===== src/rtl/ov7670_sccb.sv =====
// ov7670_sccb: 3-phase SCCB register writer for the OV7670 camera.
//
// Sends DEV_ADDR, register address and register value as one SCCB write
// transaction. SIOC runs at clk / (4*CLK_DIV); each bit spans 4 quarters.
//
// Parameters:
//   CLK_DIV  - clk cycles per SIOC quarter-period (minimum 2)
//   DEV_ADDR - 8-bit SCCB write ID sent in phase 1
//
// Ports:
//   clk      - core clock, all logic on rising edge
//   reset_n  - synchronous active-low reset
//   start    - request a write (accepted only in IDLE)
//   data     - [15:8] register address, [7:0] register value
//   busy     - transaction in progress
//   done     - one-cycle pulse at transaction end
//   sioc     - SCCB clock
//   siod_out - SCCB data drive value
//   siod_oe  - 1 = drive siod_out, 0 = release the pin
//   siod_in  - sampled SCCB data pin
//   nack     - acknowledge error flag
//
// Build option:
//   SCCB_ACK_CHECK_EN - when defined, siod_in is sampled at the first cycle
//   of Q2 of every don't-care bit; a 1 sets nack until the next accepted
//   start. When undefined, nack is tied low and siod_in is ignored.
//
// state | meaning
// IDLE  | bus idle, waiting for start
// START | start condition, 2 quarters
// BITS  | 27 bits, 4 quarters each, MSB first
// STOP  | stop condition, 3 quarters
// DONE  | single-cycle done pulse

module ov7670_sccb #(
  parameter int         CLK_DIV  = 250,
  parameter logic [7:0] DEV_ADDR = 8'h42
) (
  input  logic        clk,
  input  logic        reset_n,
  input  logic        start,
  input  logic [15:0] data,
  output logic        busy,
  output logic        done,
  output logic        sioc,
  output logic        siod_out,
  output logic        siod_oe,
  input  logic        siod_in,
  output logic        nack
);

  localparam int            QW    = $clog2(CLK_DIV);
  localparam logic [QW-1:0] QLOAD = QW'(CLK_DIV - 1);

  typedef enum logic [2:0] {
    IDLE,
    START,
    BITS,
    STOP,
    DONE
  } state_t;

  state_t        state_q, state_d;
  logic [QW-1:0] qcnt_q;
  logic [1:0]    quarter_q;
  logic [4:0]    bit_cnt_q;
  logic [26:0]   frame_q;
  logic          q_tick;
  logic          accept;
  logic          is_x;

  // quarter timer is a down-counter; terminal count closes the quarter
  assign q_tick = (qcnt_q == '0);
  assign accept = (state_q == IDLE) && start;
  // frame layout: [26:19] id, [18] X, [17:10] addr, [9] X, [8:1] value, [0] X
  assign is_x   = (bit_cnt_q == 5'd18) || (bit_cnt_q == 5'd9) || (bit_cnt_q == 5'd0);

  always_ff @(posedge clk) begin
    if (!reset_n) begin
      state_q   <= IDLE;
      qcnt_q    <= QLOAD;
      quarter_q <= 2'd0;
      bit_cnt_q <= 5'd26;
      frame_q   <= '0;
    end else begin
      state_q <= state_d;
      if (accept) begin
        frame_q <= {DEV_ADDR, 1'b1, data[15:8], 1'b1, data[7:0], 1'b1};
      end
      // every state starts at quarter 0 with a freshly loaded timer
      if ((state_d != state_q) || (state_q == IDLE) || (state_q == DONE)) begin
        qcnt_q    <= QLOAD;
        quarter_q <= 2'd0;
      end else if (q_tick) begin
        qcnt_q    <= QLOAD;
        quarter_q <= quarter_q + 2'd1;
      end else begin
        qcnt_q <= qcnt_q - QW'(1);
      end
      if (state_q != BITS) begin
        bit_cnt_q <= 5'd26;
      end else if (q_tick && (quarter_q == 2'd3) && (bit_cnt_q != 5'd0)) begin
        bit_cnt_q <= bit_cnt_q - 5'd1;
      end
    end
  end

  always_comb begin
    state_d  = state_q;
    busy     = 1'b0;
    done     = 1'b0;
    sioc     = 1'b1;
    siod_out = 1'b1;
    siod_oe  = 1'b1;
    case (state_q)
      IDLE: begin
        if (start) state_d = START;
      end
      START: begin
        busy     = 1'b1;
        sioc     = (quarter_q == 2'd0);
        siod_out = 1'b0;
        if (q_tick && (quarter_q == 2'd1)) state_d = BITS;
      end
      BITS: begin
        busy     = 1'b1;
        sioc     = quarter_q[1];
        siod_out = frame_q[bit_cnt_q];
        siod_oe  = !is_x;
        if (q_tick && (quarter_q == 2'd3) && (bit_cnt_q == 5'd0)) state_d = STOP;
      end
      STOP: begin
        busy     = 1'b1;
        sioc     = (quarter_q != 2'd0);
        siod_out = (quarter_q == 2'd2);
        if (q_tick && (quarter_q == 2'd2)) state_d = DONE;
      end
      DONE: begin
        done    = 1'b1;
        state_d = IDLE;
      end
      default: state_d = IDLE;
    endcase
  end

`ifdef SCCB_ACK_CHECK_EN
  logic nack_q;
  logic ack_sample;

  // first cycle of Q2 of a don't-care bit: timer has just been reloaded
  assign ack_sample = (state_q == BITS) && is_x && (quarter_q == 2'd2) && (qcnt_q == QLOAD);

  always_ff @(posedge clk) begin
    if (!reset_n) begin
      nack_q <= 1'b0;
    end else if (accept) begin
      nack_q <= 1'b0;
    end else if (ack_sample && siod_in) begin
      nack_q <= 1'b1;
    end
  end

  assign nack = nack_q;
`else
  logic unused_siod_in;
  assign unused_siod_in = siod_in;
  assign nack           = 1'b0;
`endif

endmodule


===== config.mk =====
export PLATFORM = sky130hd
export DESIGN_NAME = ov7670_sccb
export DESIGN_NICKNAME = d
export VERILOG_FILES = /design/src/rtl/ov7670_sccb.sv
export SDC_FILE = /design/constraint.sdc
export NUM_CORES = 1
export LEC_CHECK = 0
export BUFFER_PORTS_ARGS = -buffer_cell sky130_fd_sc_hd__buf_2
export CAP_MARGIN = 20
export CORE_MARGIN = 1
export CORE_UTILIZATION = 46
export CTS_CLUSTER_SIZE = 16
export DETAILED_ROUTE_END_ITERATION = 10
export PLACE_DENSITY = 0.78
export SYNTH_ARGS = -nofsm -noshare
export SYNTH_HDL_FRONTEND = slang
export SYNTH_SLANG_ARGS = --single-unit

===== constraint.sdc =====
create_clock -name clk -period 2.8 [get_ports clk]
set_input_delay 0.28 -clock clk [delete_from_list [all_inputs] [get_ports clk]]
set_output_delay 0.28 -clock clk [all_outputs]
set_load 0.02 [all_outputs]

==> results.json, run 1 <==
{
  "numPortBuffers": 23,
  "ioPinCount": 26,
  "fillers": 336,
  "critPathLaunchType": "flip-flop",
  "synth_top_area_frac": 0.3743,
  "synth_cells": 221,
  "final_antenna_net_count": 0,
  "cts-resized-gates": 0,
  "start_util": 0.4964,
  "htreeDepth": 2,
  "synth_ff_type": "dfxtp_1",
  "total_power_uw": 959.6,
  "min_from": "data[5]",
  "place_congestion": 0.8355,
  "min_path_type": "primary input to flip-flop",
  "synth.ff_latch_count": 35,
  "critPathMaxStageDelay_ns": 0.75,
  "grt_pass1_vias": 1441,
  "grt_antenna_before_repair": 0,
  "grt_start_max_net_pins": 23,
  "fin_crit_ns": 2.509,
  "crit_chain": "mux2i_1, mux4_2, nand3b_1, o21ai_0, o211ai_1, buf_2",
  "synth_largest_area_cell": "dfxtp_1",
  "dr_wl_met2_um": 1631,
  "grt_pass1_wl_um": 6120,
  "diodes": 0,
  "setup_viol": 0,
  "drive_gt1_frac": 0.1618,
  "area_growth_pct": 12.23,
  "clk_pin_slew_ns": 0.07,
  "wl_met3_um": 91,
  "drc_errors": 0,
  "yosysWarnings": 0,
  "postCtsHoldBufs": 0,
  "overflow": 0,
  "rsz0062_at_grt": "no",
  "leakagePower_nw": 0.7797,
  "finalClockSkew_ns": 0.004376,
  "critical_path.startpoint": "bit_cnt_q[2]$_SDFFE_PP0P_",
  "worstPathMaxFanout": 16,
  "crit_type": "flip-flop to output pin",
  "die_h_um": 65.79,
  "die-area_um2": 4328,
  "cts_buffers": 5,
  "cts_tree": "built",
  "drt_iter0_markers": 55,
  "clkSinkCount": 35,
  "ctsRootBufferMaster": "clkbuf_8",
  "finalNetCount": 270,
  "max_slew.worst_pin.slew_ns": 0.6751,
  "max-cap-violations": 0,
  "viasPerCell": 5.215,
  "top_layer_used": "met4",
  "utilization": 0.5571,
  "first_pass_iters": 4,
  "end_kind": "output pin",
  "synth_fp_nets": 251,
  "die_x_um": 65.79,
  "cp_data_arrival_time_ns": 2.23,
  "cts_max_path_buffers": 2,
  "vdd_drop_max_v": 0.0003067,
  "synth_area_um2": 1872,
  "wl_um": 3506,
  "cp.buffers_inverters": 1,
  "max_clock_freq_mhz": 398.6,
  "ys_seq_area_frac": 0.3743,
  "cts_setup_buffers": 0,
  "cpLargestDelayFamily": "flip-flops",
  "core-area_um2": 3771,
  "period_share": 0.8960,
  "worstPathRequired_ns": 2.52,
  "clkLatencyLatePin_ns": 0.28,
  "wl_met1_um": 1764,
  "synth_area_leaders": "dfxtp_1, nand2_1, ha_1",
  "hold_violations": 0,
  "status": "completed",
  "async_reset_ff_frac": 0,
  "rows": 22,
  "final-max-slew-violation-count": 0,
  "synth_edf_count": 0,
  "syn_avg_cell_area_um2": 8.470,
  "reg2reg_from": "qcnt_q[2]$_SDFF_PP0_",
  "ys_types": 43,
  "relSlewSlack": 0.5493,
  "cp_slowest_cell": "dfxtp_1",
  "hpwlAfterDp_um": 2448,
  "tns_ns": 0,
  "vias": 1507,
  "grt_use_total": 0.1804,
  "power_density_nw_per_um2": 456.8,
  "wl_per_cell_um": 12.13
}
worst register-to-register path, cell delays in order, from the launching register on:
cell and delay, ns:
dfxtp_1 0.34, or4_1 0.66, or4_1 0.59, or4_1 0.43, xor2_1 0.14, nand2_1 0.06
power by group:
part           leakage (nW)  total [mW]  switching (mW)  internal [mW]
Clock                0.0422       0.344           0.169          0.174
Combinational         0.452      0.0850          0.0461         0.0390
Sequential            0.286       0.531          0.0143          0.517
sequential cells by signal, summed over array words and instances, names as in the netlist:
signal and count:
state_q 3, bit_cnt_q 5, frame_q 17, qcnt_q 8, quarter_q 2
synth_stat cells (all sizes together), types with 2 or more instances:
library cell	count
nand2	49
or4	3
nor4	2
inv	8
clkbuf	12
xnor2	10
a21boi	16
o21ai	5
nor3	10
nor3b	3
nand3b	4
ha	10
a21oi	2
dfxtp	35
nor2	7
and2	2
buf	3
a31oi	2
xor2	3
nand3	2
nor4b	2
mux2i	10
o21a	2
nor2b	3
o211ai	2
cell families after synthesis:
family	after synthesis	synth area share
compound gates	36	0.1404
xor+xnor	13	0.06083
fa+ha+maj	10	0.06684
buf+inv	23	0.05013
flops	35	0.3743
mux	11	0.06551
other cells	1	0.002003
simple gates	92	0.2400
metrics by stage:
step	worst slack [ns]	hold slack (ns)	cell area, um^2	std cells
2_1_floorplan	0.3819	0.3837	1872	221
3_3_place_gp	0.4920	0.4009	2019	281
3_5_place_dp	0.4703	0.4035	2019	281
4_1_cts	0.2381	0.2449	2101	289
5_1_grt	0.1602	0.2513	2101	289
6_report	0.2913	0.2456	2101	289
per-layer routing:
metal / up-vias / track usage
met1: 699 / 0.2366
met4: 0 / 0.04891
met5: - / 0
met2: 20 / 0.2972
met3: 2 / 0.03793
li1: 786 / -
area by class of cell:
class                      count  area, um^2  share of cell area
clock inverter                 1       5.005            0.002382
clock buffer                   7       76.32             0.03633
inverter                       8       30.03             0.01429
timing repair buffer          27       145.1             0.06909
multi-input combinational    163        1084              0.5158
sequential                    35       700.7              0.3335
tap                           48       60.06             0.02859
placed cells by master, fill, tap and decap left out, types with 3 or more instances in the layout:
master / instances
a21boi_0: 16
buf_2: 23
buf_4: 4
clkbuf_8: 5
dfxtp_1: 35
ha_1: 10
inv_1: 8
mux2i_1: 10
nand2_1: 49
nand3b_1: 4
nor2_1: 7
nor2b_1: 3
nor3_1: 9
nor3b_1: 3
o21ai_0: 5
or4_1: 3
xnor2_1: 10
xor2_1: 3
path summary, 6_finish.rpt:
check | endpoint | slack (ns) | cells after the start
max | siod_out | 0.29 | 6
min | frame_q[6]$_SDFFE_PN0P_ | 0.25 | 3
max reg2reg | bit_cnt_q[3]$_SDFFE_PP1P_ | 0.45 | 5
min reg2reg | qcnt_q[0]$_SDFF_PP1_ | 0.42 | 1
Note: power is estimated with default switching activity, not from simulation.
==> inputs of run 2 (changes only) <==
--- a/config.mk
+++ b/config.mk
@@ -8,10 +8,10 @@
 export BUFFER_PORTS_ARGS = -buffer_cell sky130_fd_sc_hd__buf_2
 export CAP_MARGIN = 20
 export CORE_MARGIN = 1
-export CORE_UTILIZATION = 46
+export CORE_UTILIZATION = 48
 export CTS_CLUSTER_SIZE = 16
 export DETAILED_ROUTE_END_ITERATION = 10
-export PLACE_DENSITY = 0.78
+export PLACE_DENSITY = 0.81
 export SYNTH_ARGS = -nofsm -noshare
 export SYNTH_HDL_FRONTEND = slang
 export SYNTH_SLANG_ARGS = --single-unit
==> results.json, run 2 (synthesized netlist as in run 1, its figures left out) <==
{
  "power_density_nw_per_um2": 508.1,
  "die_h_um": 64.45,
  "ioPinCount": 26,
  "wl_per_cell_um": 12.67,
  "hpwlAfterDp_um": 2546,
  "top_register": "frame_q",
  "pre_cts_ws_ns": 0.4294,
  "final-max-slew-violation-count": 0,
  "crit_type": "flip-flop to output pin",
  "grt_pass1_wl_um": 6341,
  "fin_crit_ns": 2.590,
  "cts_max_path_buffers": 2,
  "clk_pin_slew_ns": 0.07,
  "top_regs": "frame_q (17), qcnt_q (8), bit_cnt_q (5)",
  "area_growth_pct": 14.17,
  "period_share": 0.9249,
  "top_layer_used": "met4",
  "end_kind": "output pin",
  "vdd_drop_max_v": 0.0002558,
  "viasPerCell": 5.273,
  "relSlewSlack": 0.5431,
  "die-area_um2": 4153,
  "max-cap-violations": 0,
  "rows": 22,
  "leakagePower_nw": 0.7987,
  "grt_antenna_before_repair": 0,
  "grt_pass1_vias": 1439,
  "first_pass_iters": 4,
  "worstPathMaxFanout": 16,
  "max_slew.worst_pin.slew_ns": 0.6844,
  "place_congestion": 0.8175,
  "final_antenna_net_count": 0,
  "total_power_mw": 1.086,
  "setup_viol": 0,
  "core-area_um2": 3689,
  "largest_reg_flops": 17,
  "min_path_type": "primary input to flip-flop",
  "htreeDepth": 2,
  "hold_violations": 0,
  "die_x_um": 64.45,
  "ctsRootBufferMaster": "clkbuf_8",
  "drive_gt1_frac": 0.1701,
  "min_from": "data[12]",
  "grt_use_total": 0.1971,
  "numPortBuffers": 23,
  "rsz0062_at_grt": "no",
  "status": "completed",
  "critPathLaunchType": "flip-flop",
  "cp_data_arrival_time_ns": 2.31,
  "diodes": 0,
  "wl_met3_um": 132,
  "start_util": 0.5075,
  "drt_iter0_markers": 68,
  "worstPathRequired_ns": 2.52,
  "cts-resized-gates": 0,
  "r2r-end": "bit_cnt_q[3]$_SDFFE_PP1P_",
  "cts_tree": "built",
  "clkLatencyLatePin_ns": 0.29,
  "critPathMaxStageDelay_ns": 0.76,
  "grt_start_max_net_pins": 23,
  "clkSinkCount": 35,
  "layout_commonest_cell": "nand2_1",
  "cp_slowest_cell": "dfxtp_1",
  "wl_met1_um": 1723,
  "crit_chain": "mux2i_1, mux4_2, nand3b_1, o21ai_0, o211ai_1, buf_2",
  "final_cell_mix": "nand2_1, dfxtp_1, buf_2",
  "dr_wl_met2_um": 1733,
  "cts_buffers": 5,
  "tns_ns": 0,
  "ff2ff_path_depth": 5,
  "vias": 1524,
  "setup_slack_ns": 0.2103,
  "max_clock_freq_mhz": 386.1,
  "wl_um": 3663,
  "fillers": 332,
  "reg2reg_from": "qcnt_q[2]$_SDFF_PP0_",
  "finalNetCount": 270,
  "whs_path_depth": 3,
  "postCtsHoldBufs": 0,
  "finalClockSkew_ns": 0.005465,
  "reg2reg_slack_ns": 0.40,
  "min_to": "frame_q[14]$_SDFFE_PN0P_",
  "overflow": 0,
  "cts_setup_buffers": 0,
  "drc_errors": 0
}
-- run 2: changes by cell type in the layout (fill, tap and decap cells not counted) --
cell,previous run,this run
clkbuf_1,2,0
bufinv_16,0,1
clkbuf_8,5,6
-- run 2: worst max-delay path by stage --
| stage | cells after the start | endpoint | from |
|---|---|---|---|
| after floorplan | 9 | bit_cnt_q[3]$_SDFFE_PP1P_ | bit_cnt_q[0]$_SDFFE_PP0P_ |
| after global placement | 5 | bit_cnt_q[3]$_SDFFE_PP1P_ | qcnt_q[2]$_SDFF_PP0_ |
| after detailed placement | 6 | bit_cnt_q[4]$_SDFFE_PP1P_ | qcnt_q[2]$_SDFF_PP0_ |
| after CTS | 6 | siod_out | bit_cnt_q[2]$_SDFFE_PP0P_ |
| after global routing | 6 | siod_out | bit_cnt_q[2]$_SDFFE_PP0P_ |
| final | 6 | siod_out | bit_cnt_q[2]$_SDFFE_PP0P_ |
-- run 2: area by class of cell --
type,count,area (um^2),area share
flip-flops and latches,35,700.7,0.3279
repair buffers,27,145.1,0.06792
clock buffers,6,82.58,0.03864
well taps,48,60.06,0.02810
inverters,8,30.03,0.01405
multi-input cells,163,1084,0.5070
clock inverters,2,35.03,0.01639
-- run 2: report_power, final --
group / leakage, nW / switching [mW] / total [mW] / internal, mW
Combinational: 0.452 / 0.0476 / 0.0866 / 0.0390
Sequential: 0.286 / 0.0139 / 0.530 / 0.516
Clock: 0.0612 / 0.181 / 0.469 / 0.288
-- run 2: stage by stage --
| stage | instances | util | hold slack [ns] | area [um^2] |
|---|---|---|---|---|
| 3_3_place_gp | 281 | 0.5475 | 0.3987 | 2019 |
| 2_1_floorplan | 221 | - | 0.3837 | 1872 |
| 4_1_cts | 289 | 0.5794 | 0.2355 | 2137 |
| 5_1_grt | 289 | 0.5794 | 0.2381 | 2137 |
| 3_5_place_dp | 281 | 0.5475 | 0.4038 | 2019 |
| 6_report | 289 | 0.5794 | 0.2324 | 2137 |
-- run 2: routing by layer --
metal / vias up / track usage
met3: 6 / 0.05810
li1: 782 / -
met4: 0 / 0.07778
met1: 707 / 0.2508
met5: - / 0
met2: 29 / 0.3118
-- run 2: critical path: cells and delay by family (launching register included) --
family	cells	cell delay, ns
AOI/OAI and AO/OA	2	0.29
buffers and inverters	1	0.19
and+or+nand+nor	1	0.09
muxes	2	0.70
DFF	1	0.76
==> inputs of run 3 (changes only) <==
--- a/config.mk
+++ b/config.mk
@@ -7,6 +7,7 @@
 export LEC_CHECK = 0
 export BUFFER_PORTS_ARGS = -buffer_cell sky130_fd_sc_hd__buf_2
 export CAP_MARGIN = 20
+export CORE_ASPECT_RATIO = 0.75
 export CORE_MARGIN = 1
 export CORE_UTILIZATION = 48
 export CTS_CLUSTER_SIZE = 16
==> results.json, run 3 (synthesized netlist as in run 1, its figures left out) <==
{
  "hold_violations": 0,
  "crit_chain": "mux2i_1, mux4_2, nand3b_1, o21ai_0, o211ai_1, buf_2",
  "pre_cts_ws_ns": 0.3684,
  "grt_pass1_vias": 1360,
  "numPortBuffers": 23,
  "total_power_uw": 985.2,
  "ioPinCount": 26,
  "final-max-slew-violation-count": 0,
  "final_antenna_net_count": 0,
  "min_path_type": "primary input to flip-flop",
  "crit_type": "flip-flop to output pin",
  "rows": 19,
  "htreeDepth": 2,
  "top_regs": "frame_q (17), qcnt_q (8), bit_cnt_q (5)",
  "p_sw_frac": 0.2403,
  "clkLatencyLatePin_ns": 0.29,
  "post_dp_cell_area_um2": 2024,
  "cp_slowest_cell": "dfxtp_1",
  "viasPerCell": 5.164,
  "vdd_drop_max_v": 0.0003244,
  "worstPathMaxFanout": 16,
  "drc_errors": 0,
  "ctsRootBufferMaster": "clkbuf_8",
  "place_congestion": 0.8153,
  "leakagePower_nw": 0.7858,
  "cpLargestDelayFamily": "flip-flops",
  "cts_buffers": 5,
  "end_kind": "output pin",
  "final_cell_area_um2": 2112,
  "area_growth_pct": 12.83,
  "vias": 1508,
  "first_pass_iters": 4,
  "p_int_uw": 748.5,
  "grt_start_max_net_pins": 23,
  "setup_slack_ns": 0.2062,
  "comb_power_share": 0.088,
  "cp_data_arrival_time_ns": 2.31,
  "finalClockSkew_ns": 0.006807,
  "core-area_um2": 3685,
  "clkPwrFrac": 0.373,
  "clk_pin_slew_ns": 0.07,
  "cp.buffers_inverters": 1,
  "worstPathRequired_ns": 2.52,
  "rsz0062_at_grt": "no",
  "utilization": 0.5732,
  "relSlewSlack": 0.5319,
  "setup_viol": 0,
  "layout_commonest_cell": "nand2_1",
  "power_density_nw_per_um2": 466.5,
  "clkSinkCount": 35,
  "max-cap-violations": 0,
  "drive_gt1_frac": 0.1667,
  "max_slew.worst_pin.slew_ns": 0.7011,
  "grt_pass1_wl_um": 6251,
  "grt_use_total": 0.2026,
  "diodes": 0,
  "largest_reg_flops": 17,
  "cts_setup_buffers": 0,
  "die_h_um": 56.08,
  "period_share": 0.9264,
  "wl_um": 3582,
  "wl_per_cell_um": 12.27,
  "fin_crit_ns": 2.594,
  "hpwlAfterDp_um": 2539,
  "die-area_um2": 4156,
  "fillers": 337,
  "grt_antenna_before_repair": 0,
  "cts_max_path_buffers": 2,
  "finalNetCount": 270,
  "overflow": 0,
  "critPathLaunchType": "flip-flop",
  "final_cell_mix": "nand2_1, dfxtp_1, buf_2",
  "drt_iter0_markers": 56,
  "seqPwrFrac": 0.539,
  "p_sw_uw": 236.7,
  "top_register": "frame_q",
  "start_util": 0.5080,
  "tns_ns": 0,
  "cts_tree": "built",
  "cts-resized-gates": 0,
  "max_clock_freq_mhz": 385.5,
  "die_x_um": 74.11,
  "status": "completed",
  "postCtsHoldBufs": 0,
  "critPathMaxStageDelay_ns": 0.77
}
## run 3: worst paths after layout
check,cells after the start,startpoint,end,slack [ns]
max,6,bit_cnt_q[2]$_SDFFE_PP0P_,siod_out,0.21
min,3,data[6],frame_q[7]$_SDFFE_PN0P_,0.24
max reg2reg,5,qcnt_q[2]$_SDFF_PP0_,bit_cnt_q[3]$_SDFFE_PP1P_,0.37
min reg2reg,1,qcnt_q[0]$_SDFF_PP1_,qcnt_q[0]$_SDFF_PP1_,0.42
## run 3: final cells by class
class	instances	area, um^2	share of cell area
repair buffers	27	145.1	0.06872
well taps	52	65.06	0.03081
clock buffers	6	82.58	0.03910
inverters	8	30.03	0.01422
multi-input cells	163	1084	0.5130
clock inverters	1	5.005	0.002370
flip-flops and latches	35	700.7	0.3318
## run 3: through the flow
stage               hold slack [ns]  std cells
floorplan                    0.3837        221
global placement             0.4016        285
detailed placement           0.4051        285
CTS                          0.2295        292
global route                 0.2377        292
finish                       0.2361        292
## run 3: power groups by stage
stage	Sequential, mW	Clock (mW)	Combinational (mW)
3_5_place_dp	0.542	0	0.0868
5_1_grt	0.534	0.401	0.0991
4_1_cts	0.531	0.376	0.0872
3_3_place_gp	0.541	0	0.0851
6_report	0.531	0.368	0.0863
2_1_floorplan	0.536	0	0.0630
## run 3: worst register-to-register path: stages, from the launching register on
cell     delay, ns
dfxtp_1       0.35
or4_1         0.66
or4_1         0.66
or4_1         0.45
xor2_1        0.14
nand2_1       0.06
## run 3: per-layer routing
| layer | GRT usage | wire, um | vias up |
|---|---|---|---|
| li1 | - | - | 783 |
| met1 | 0.2877 | 1889 | 695 |
| met2 | 0.2740 | 1498 | 26 |
| met3 | 0.07790 | 146 | 4 |
| met4 | 0.07418 | 47 | 0 |
| met5 | 0 | 0 | - |
